## config.mk

```make
export PLATFORM = sky130hd
export DESIGN_NAME = csr_unit
export DESIGN_NICKNAME = d
export VERILOG_FILES = /design/src/rtl/csr_unit_pkg.sv /design/src/rtl/csr_timer.sv /design/src/rtl/csr_unit.sv
export SDC_FILE = /design/constraint.sdc
export NUM_CORES = 1
export LEC_CHECK = 0
export BUFFER_PORTS_ARGS = -buffer_cell sky130_fd_sc_hd__buf_2
export CORE_MARGIN = 4
export CORE_UTILIZATION = 52
export DETAILED_ROUTE_END_ITERATION = 7
export PLACE_DENSITY = 0.77
export RECOVER_POWER = 50
export SLEW_MARGIN = 20
export SYNTH_ARGS = -nofsm -noshare
export SYNTH_HDL_FRONTEND = slang
export SYNTH_HIERARCHICAL = 1
export SYNTH_SLANG_ARGS = --single-unit
export TNS_END_PERCENT = 1
```

## constraint.sdc

```tcl
create_clock -name clk -period 4.25 [get_ports clk]
set_input_delay 0.85 -clock clk [delete_from_list [all_inputs] [get_ports clk]]
set_output_delay 0.85 -clock clk [all_outputs]
set_load 0.02 [all_outputs]
```

## src/rtl/csr_unit_pkg.sv

```systemverilog
// Shared types and constants for the CSR file: CSR numbers, exception codes
// and the commit-stage write bundle that the forwarding path also carries.
package csr_unit_pkg;

  typedef logic [13:0] csr_addr_t;

  typedef struct packed {
    logic      en;
    csr_addr_t addr;
    logic [31:0] data;
  } csr_write_t;

  localparam csr_addr_t CSR_CRMD   = 14'h000;
  localparam csr_addr_t CSR_PRMD   = 14'h001;
  localparam csr_addr_t CSR_ECFG   = 14'h004;
  localparam csr_addr_t CSR_ESTAT  = 14'h005;
  localparam csr_addr_t CSR_ERA    = 14'h006;
  localparam csr_addr_t CSR_BADV   = 14'h007;
  localparam csr_addr_t CSR_EENTRY = 14'h00C;
  localparam csr_addr_t CSR_SAVE0  = 14'h030;
  localparam csr_addr_t CSR_SAVE1  = 14'h031;
  localparam csr_addr_t CSR_SAVE2  = 14'h032;
  localparam csr_addr_t CSR_SAVE3  = 14'h033;
  localparam csr_addr_t CSR_TID    = 14'h040;
  localparam csr_addr_t CSR_TCFG   = 14'h041;
  localparam csr_addr_t CSR_TVAL   = 14'h042;
  localparam csr_addr_t CSR_TICLR  = 14'h044;

  localparam logic [5:0] ECODE_INT  = 6'h00;
  localparam logic [5:0] ECODE_PIL  = 6'h01;
  localparam logic [5:0] ECODE_PIS  = 6'h02;
  localparam logic [5:0] ECODE_PIF  = 6'h03;
  localparam logic [5:0] ECODE_PME  = 6'h04;
  localparam logic [5:0] ECODE_PPI  = 6'h07;
  localparam logic [5:0] ECODE_ADE  = 6'h08;
  localparam logic [5:0] ECODE_ALE  = 6'h09;
  localparam logic [5:0] ECODE_SYS  = 6'h0B;
  localparam logic [5:0] ECODE_BRK  = 6'h0C;
  localparam logic [5:0] ECODE_INE  = 6'h0D;
  localparam logic [5:0] ECODE_TLBR = 6'h3F;

  // Address-related exceptions are the only ones that record a bad address.
  function automatic logic ecode_sets_badv(input logic [5:0] code);
    return (code == ECODE_PIL) || (code == ECODE_PIS) || (code == ECODE_PIF) ||
           (code == ECODE_PME) || (code == ECODE_PPI) || (code == ECODE_ADE) ||
           (code == ECODE_ALE) || (code == ECODE_TLBR);
  endfunction

endpackage

```

## src/rtl/csr_timer.sv

```systemverilog
// Constant timer: TCFG, the TVAL countdown and its enable, producing a
// one-cycle expiry pulse for the interrupt-pending logic.
module csr_timer
  import csr_unit_pkg::*;
#(
  parameter int TIMER_WIDTH = 32
) (
  input  logic        clk,
  input  logic        rst,
  input  logic        tcfg_we,
  input  logic [31:0] tcfg_wdata,
  output logic [31:0] tcfg,
  output logic [31:0] tval,
  output logic        timer_fire
);

  logic [TIMER_WIDTH-1:0] tval_q;
  logic [TIMER_WIDTH-1:0] reload_val;
  logic [TIMER_WIDTH-1:0] write_val;
  logic [31:0]            tcfg_q;
  logic                   timer_en;

  assign reload_val = {tcfg_q[TIMER_WIDTH-1:2], 2'b00};
  assign write_val  = {tcfg_wdata[TIMER_WIDTH-1:2], 2'b00};

  // A TCFG write reprograms the timer outright, so it also suppresses expiry.
  assign timer_fire = timer_en && (tval_q == '0) && !tcfg_we;

  assign tcfg = tcfg_q;
  assign tval = 32'(tval_q);

  always_ff @(posedge clk) begin
    if (rst) begin
      tcfg_q   <= 32'h0;
      tval_q   <= '0;
      timer_en <= 1'b0;
    end else if (tcfg_we) begin
      tcfg_q   <= tcfg_wdata;
      tval_q   <= write_val;
      timer_en <= tcfg_wdata[0];
    end else if (timer_en) begin
      if (tval_q != '0)
        tval_q <= tval_q - 1'b1;
      else if (tcfg_q[1])
        tval_q <= reload_val;
      else
        timer_en <= 1'b0;
    end
  end

endmodule

```

## src/rtl/csr_unit.sv

```systemverilog
// Architectural CSR file: exception entry/return bookkeeping, interrupt
// pending state and the CSR views consumed by the exception control block.
module csr_unit
  import csr_unit_pkg::*;
#(
  parameter int          TIMER_WIDTH = 32,
  parameter logic [31:0] TID_RESET   = 32'h0
) (
  input  logic        clk,
  input  logic        rst,
  input  logic        csr_read_en,
  input  logic [13:0] csr_read_addr,
  output logic [31:0] csr_read_data,
  input  logic        csr_write_en,
  input  logic [13:0] csr_write_addr,
  input  logic [31:0] csr_write_data,
  input  logic        is_exception,
  input  logic [5:0]  ecode,
  input  logic [8:0]  esubcode,
  input  logic [31:0] exception_pc,
  input  logic [31:0] exception_addr,
  input  logic        is_ertn,
  input  logic [7:0]  hw_int,
  output logic [31:0] ERA_PC,
  output logic [31:0] EENTRY_VA,
  output logic [11:0] ECFG_LIE,
  output logic [11:0] ESTAT_IS,
  output logic [31:0] crmd
);

  csr_write_t wr;

  logic [8:0]  crmd_q;
  logic [2:0]  prmd_q;
  logic [11:0] ecfg_lie_q;
  logic [1:0]  estat_sw;
  logic [7:0]  estat_hw;
  logic        estat_ti;
  logic [5:0]  estat_ecode;
  logic [8:0]  estat_esub;
  logic [31:0] era_q;
  logic [31:0] badv_q;
  logic [25:0] eentry_q;
  logic [31:0] save_q [4];
  logic [31:0] tid_q;
  logic [31:0] tcfg;
  logic [31:0] tval;
  logic        timer_fire;
  logic        ticlr_clear;
  logic [31:0] estat_word;

  assign wr          = '{en: csr_write_en, addr: csr_write_addr, data: csr_write_data};
  assign ticlr_clear = wr.en && (wr.addr == CSR_TICLR) && wr.data[0];

  csr_timer #(.TIMER_WIDTH(TIMER_WIDTH)) u_timer (
    .clk        (clk),
    .rst        (rst),
    .tcfg_we    (wr.en && (wr.addr == CSR_TCFG)),
    .tcfg_wdata (wr.data),
    .tcfg       (tcfg),
    .tval       (tval),
    .timer_fire (timer_fire)
  );

  // The older CSR write lands first; exception/ertn assignments come later
  // in the block so they override only the fields they own.
  always_ff @(posedge clk) begin
    if (rst) begin
      crmd_q      <= 9'h008;
      prmd_q      <= 3'h0;
      ecfg_lie_q  <= 12'h0;
      estat_sw    <= 2'h0;
      estat_hw    <= 8'h0;
      estat_ti    <= 1'b0;
      estat_ecode <= 6'h0;
      estat_esub  <= 9'h0;
      era_q       <= 32'h0;
      badv_q      <= 32'h0;
      eentry_q    <= 26'h0;
      for (int i = 0; i < 4; i++) save_q[i] <= 32'h0;
      tid_q       <= TID_RESET;
    end else begin
      if (wr.en) begin
        case (wr.addr)
          CSR_CRMD:   crmd_q     <= wr.data[8:0];
          CSR_PRMD:   prmd_q     <= wr.data[2:0];
          CSR_ECFG:   ecfg_lie_q <= {wr.data[12:11], wr.data[9:0]};
          CSR_ESTAT:  estat_sw   <= wr.data[1:0];
          CSR_ERA:    era_q      <= wr.data;
          CSR_BADV:   badv_q     <= wr.data;
          CSR_EENTRY: eentry_q   <= wr.data[31:6];
          CSR_SAVE0:  save_q[0]  <= wr.data;
          CSR_SAVE1:  save_q[1]  <= wr.data;
          CSR_SAVE2:  save_q[2]  <= wr.data;
          CSR_SAVE3:  save_q[3]  <= wr.data;
          CSR_TID:    tid_q      <= wr.data;
          default: ;
        endcase
      end

      estat_hw <= hw_int;
      if (timer_fire)
        estat_ti <= 1'b1;
      else if (ticlr_clear)
        estat_ti <= 1'b0;

      if (is_exception) begin
        prmd_q      <= crmd_q[2:0];
        crmd_q[2:0] <= 3'b000;
        era_q       <= exception_pc;
        estat_ecode <= ecode;
        estat_esub  <= esubcode;
        if (ecode_sets_badv(ecode))
          badv_q <= exception_addr;
        if (ecode == ECODE_TLBR) begin
          crmd_q[3] <= 1'b1;
          crmd_q[4] <= 1'b0;
        end
      end else if (is_ertn) begin
        crmd_q[2:0] <= prmd_q;
        if (estat_ecode == ECODE_TLBR) begin
          crmd_q[3] <= 1'b0;
          crmd_q[4] <= 1'b1;
        end
      end
    end
  end

  // IS[12] (IPI) is tied low and bit 10 is a hole in the architecture.
  assign estat_word = {1'b0, estat_esub, estat_ecode, 3'b000,
                       1'b0, estat_ti, 1'b0, estat_hw, estat_sw};

  always_comb begin
    csr_read_data = 32'h0;
    if (csr_read_en) begin
      case (csr_read_addr)
        CSR_CRMD:   csr_read_data = {23'h0, crmd_q};
        CSR_PRMD:   csr_read_data = {29'h0, prmd_q};
        CSR_ECFG:   csr_read_data = {19'h0, ecfg_lie_q[11:10], 1'b0, ecfg_lie_q[9:0]};
        CSR_ESTAT:  csr_read_data = estat_word;
        CSR_ERA:    csr_read_data = era_q;
        CSR_BADV:   csr_read_data = badv_q;
        CSR_EENTRY: csr_read_data = {eentry_q, 6'h0};
        CSR_SAVE0:  csr_read_data = save_q[0];
        CSR_SAVE1:  csr_read_data = save_q[1];
        CSR_SAVE2:  csr_read_data = save_q[2];
        CSR_SAVE3:  csr_read_data = save_q[3];
        CSR_TID:    csr_read_data = tid_q;
        CSR_TCFG:   csr_read_data = tcfg;
        CSR_TVAL:   csr_read_data = tval;
        default:    csr_read_data = 32'h0;
      endcase
    end
  end

  assign ERA_PC    = era_q;
  assign EENTRY_VA = {eentry_q, 6'h0};
  assign ECFG_LIE  = ecfg_lie_q;
  assign ESTAT_IS  = {1'b0, estat_ti, estat_hw, estat_sw};
  assign crmd      = {23'h0, crmd_q};

endmodule

```

==> Flow_metrics.wiki <==
{| class="wikitable"
! Metric !! Value
|-
| Result of the run || finished with violations
|-
| Failing checks || DRC, capacitance limit, slew limit
|-
| # resized after CTS || 0
|-
| Compound-Gate Fraction of Synth Area || 0.195
|-
| Slew of the pin with the lowest slew margin || 2.67 ns
|-
| Dominant cell type by area after synthesis || sky130_fd_sc_hd__dfxtp_1
|-
| Root Buffer Master || sky130_fd_sc_hd__clkbuf_16
|-
| Final hold violation count || 0
|-
| Kind of critical path || input pin to primary output
|-
| Number of instances in the synthesized netlist || 1983
|-
| CP arrival || 3.28 ns
|-
| Final setup violating endpoints || 0
|-
| Startpoint types || input pin
|-
| Average routed wire per standard cell || 28.2 um
|-
| Data required time at the worst endpoint || 3.40 ns
|-
| Setup TNS Final || 0 ns
|-
| Part of the cycle the worst path needs || 0.971
|-
| Commonest non-fill, non-tap cells in the layout || sky130_fd_sc_hd__dfxtp_1, sky130_fd_sc_hd__nand2_1, sky130_fd_sc_hd__buf_2
|-
| TritonCTS clock tree || built
|-
| Post-route met1 wirelength || 29500 um
|-
| Antenna Nets Post-Route || 0
|-
| Sum of met3 wire segment lengths after detailed routing || 10100 um
|-
| Die width || 197 um
|-
| Vertical die dimension || 197 um
|-
| GR Overflow Total || 0
|-
| Largest voltage drop on the vdd net || 0.396 mV
|-
| Number of flops mapped to enable cells by yosys || 128
|-
| Via count || 17900
|-
| Max-slew violation count || 111
|-
| Post-synthesis share of cell area spent on full adders, half adders and majority gates || 0.00134
|-
| CORE AREA || 0.0355 mm2
|-
| Standard cell area after detailed placement || 0.0204 mm2
|-
| Average instance area after synthesis || 9.41 um2
|-
| # port buffers || 274
|-
| Net count, final || 2359
|-
| RSZ-0062 raised after global routing || no
|-
| CTS H-tree depth || 2
|-
| Top-area cell type share of the netlist area || 0.254
|-
| Global-route wire length before repair || 111000 um
|-
| Starting utilization of the core area || 0.526
|-
| Count of warnings emitted by yosys || 6
|-
| Post-Synth XOR/XNOR Area || 0.0103
|-
| Number of filler cells placed in the layout || 3109
|-
| Clock period minus worst slack || 4.13 ns
|-
| Pin count of the biggest net entering global routing || 77
|-
| Vias per inst || 6.65
|-
| Final design area excluding fillers || 0.0216 mm2
|-
| Headroom to the max-slew limit || -0.780
|-
| Initial DRT Pass Iterations || 8
|-
| Leakage || 7.69 nW
|-
| Global-route usage over all layers || 0.375
|-
| Hold buffer count at cts || 0
|-
| Initial antenna violation count || 0
|-
| Top Layer Used || met4
|-
| Die ar. || 0.0390 mm2
|-
| PD cells || 372 mW/mm2
|-
| Most instantiated flip-flop cell in the synthesis netlist || sky130_fd_sc_hd__dfxtp_1
|-
| Via count of the first global-routing pass || 17100
|-
| Final clock skew || 0.0128 ns
|-
| Clk_lat worst skew || 0.57 ns
|-
| Clock buffer count from CTS || 40
|-
| Clock-pin slew reported for the worst setup and hold paths after clock tree synthesis || 0.06 ns
|-
| Mapped cell area || 0.0187 mm2
|-
| Largest driver fanout on the critical path || 18
|-
| Antenna cell count || 0
|-
| Final wirelength || 76100 um
|-
| Mux contribution to synthesized area || 0.0833
|-
| Unique cell type count in the Yosys netlist || 82
|-
| Clock sink count || 365
|-
| Kind of end point of the critical path || primary output
|-
| Synthesis-to-finish area growth || 15.6%
|-
| Area fraction in and, or, nand and nor cells after synthesis || 0.189
|-
| Placer's final routability congestion estimate || 0.982
|-
| Register-to-Register Setup Slack || 0.53 ns
|-
| Worst min-delay path category || register to register
|-
| HPWL reported at the end of detailed placement || 54200 um
|-
| Number of DRC markers after the initial detailed-route iteration || 2405
|-
| Clk buf depth || 3
|-
| Sequential cell area fraction in the yosys report || 0.460
|-
| Max-cap check violation count || 2
|-
| Setup repair bufs after CTS || 0
|-
| Dominant combinational cell family by area after synthesis || compound AO/OA/AOI/OAI gates
|-
| DRC violation count after routing || 2
|-
| Ranking of synthesized cells by area || sky130_fd_sc_hd__dfxtp_1, sky130_fd_sc_hd__edfxtp_1, sky130_fd_sc_hd__mux2i_1, sky130_fd_sc_hd__nand2_1, sky130_fd_sc_hd__and2_1
|-
| Number of synthesized register bits || 365
|-
| Boundary Pins || 305
|-
| Count of standard-cell rows || 69
|-
| Fraction of final layout cells sized beyond drive strength 1 || 0.182
|-
| Routed met2 length || 33600 um
|-
| Most frequent standard cell in the layout excluding fill and tap cells || sky130_fd_sc_hd__dfxtp_1
|-
| Maximum operating frequency || 0.242 GHz
|-
| Fraction of registers with async set or reset after synthesis || 0
|}
logic make-up after synthesis:
group | Yosys count
adders and majority gates | 2
other | 1
and+or+nand+nor | 689
xor gates and xnor gates | 22
buffers and inverters | 216
AOI/OAI and AO/OA | 547
muxes | 141
DFF | 365
path summary, 6_finish.rpt:
check                   startpoint           endpoint  cells past startpoint
hold reg to reg           tid_q[4]           tid_q[4]                      2
hold / removal            tid_q[4]           tid_q[4]                      2
setup / recovery  csr_read_addr[5]  csr_read_data[15]                      7
setup reg to reg   u_timer/tval[8]   u_timer/tval[29]                      6
synth_stat cells, types with 19 or more instances:
cell / count
sky130_fd_sc_hd__o21ai_0: 94
sky130_fd_sc_hd__a222oi_1: 20
sky130_fd_sc_hd__nor3_1: 26
sky130_fd_sc_hd__mux2i_1: 110
sky130_fd_sc_hd__buf_2: 44
sky130_fd_sc_hd__a21oi_1: 148
sky130_fd_sc_hd__a22oi_1: 76
sky130_fd_sc_hd__nor4_1: 20
sky130_fd_sc_hd__nor2_1: 137
sky130_fd_sc_hd__a22o_1: 19
sky130_fd_sc_hd__o22ai_1: 26
sky130_fd_sc_hd__a31oi_1: 36
sky130_fd_sc_hd__mux2_2: 19
sky130_fd_sc_hd__buf_4: 42
sky130_fd_sc_hd__a211oi_1: 30
sky130_fd_sc_hd__and3_1: 21
sky130_fd_sc_hd__clkbuf_1: 95
sky130_fd_sc_hd__nand3_1: 25
sky130_fd_sc_hd__dfxtp_1: 237
sky130_fd_sc_hd__and2_1: 133
sky130_fd_sc_hd__a311oi_1: 41
sky130_fd_sc_hd__edfxtp_1: 128
sky130_fd_sc_hd__nand2_1: 232
worst max-delay path: stages:
cell and delay, ns:
sky130_fd_sc_hd__buf_2 0.23, sky130_fd_sc_hd__and4bb_2 0.61, sky130_fd_sc_hd__nand2_1 0.41, sky130_fd_sc_hd__o211ai_1 0.40, sky130_fd_sc_hd__nand2_1 0.11, sky130_fd_sc_hd__a31oi_1 0.40
sky130_fd_sc_hd__buf_2 0.25
layout make-up:
cell class | count | area (um2) | area share
Clock buffer | 56 | 1180 | 0.0548
Clock inverter | 18 | 160 | 0.00742
Inverter | 7 | 26.3 | 0.00122
Multi-Input combinational cell | 1431 | 9120 | 0.422
Sequential cell | 365 | 8590 | 0.398
Tap cell | 461 | 577 | 0.0267
Timing Repair Buffer | 359 | 1930 | 0.0894
power by group:
part | internal (mW) | switching, mW
Sequential | 3.72 | 0.0694
Clock | 2.08 | 1.52
Combinational | 0.191 | 0.461
Total | 5.99 | 2.05
registers in the layout, summed over array words and instances (netlist names), 2 cells and up:
name and count:
save_q 128, ERA_PC 32, badv_q 32, tid_q 32
u_timer/tcfg 32, u_timer/tval 32, eentry_q 26, ECFG_LIE 12
crmd_q 9, estat_esub 9, estat_hw 8, estat_ecode 6
prmd_q 3, estat_sw 2
routing by layer:
metal / vias to the layer above / global-route usage
li1: 7686 / -
met1: 8625 / 0.531
met2: 1435 / 0.572
met3: 195 / 0.0843
met4: 0 / 0.129
met5: - / 0
metrics by stage:
step           utilization  std cells  power [mW]  hold WS [ns]  worst slack [ns]
2_1_floorplan            -       2012        4.18         0.431            -0.316
3_3_place_gp         0.574       2623        4.48         0.437             0.264
3_5_place_dp         0.574       2623        4.49         0.445             0.225
4_1_cts              0.612       2697        8.03         0.453             0.216
5_1_grt              0.608       2697        8.21         0.469             0.106
6_report             0.608       2697        8.03         0.452             0.125
Note: power is estimated with default switching activity, not from simulation.
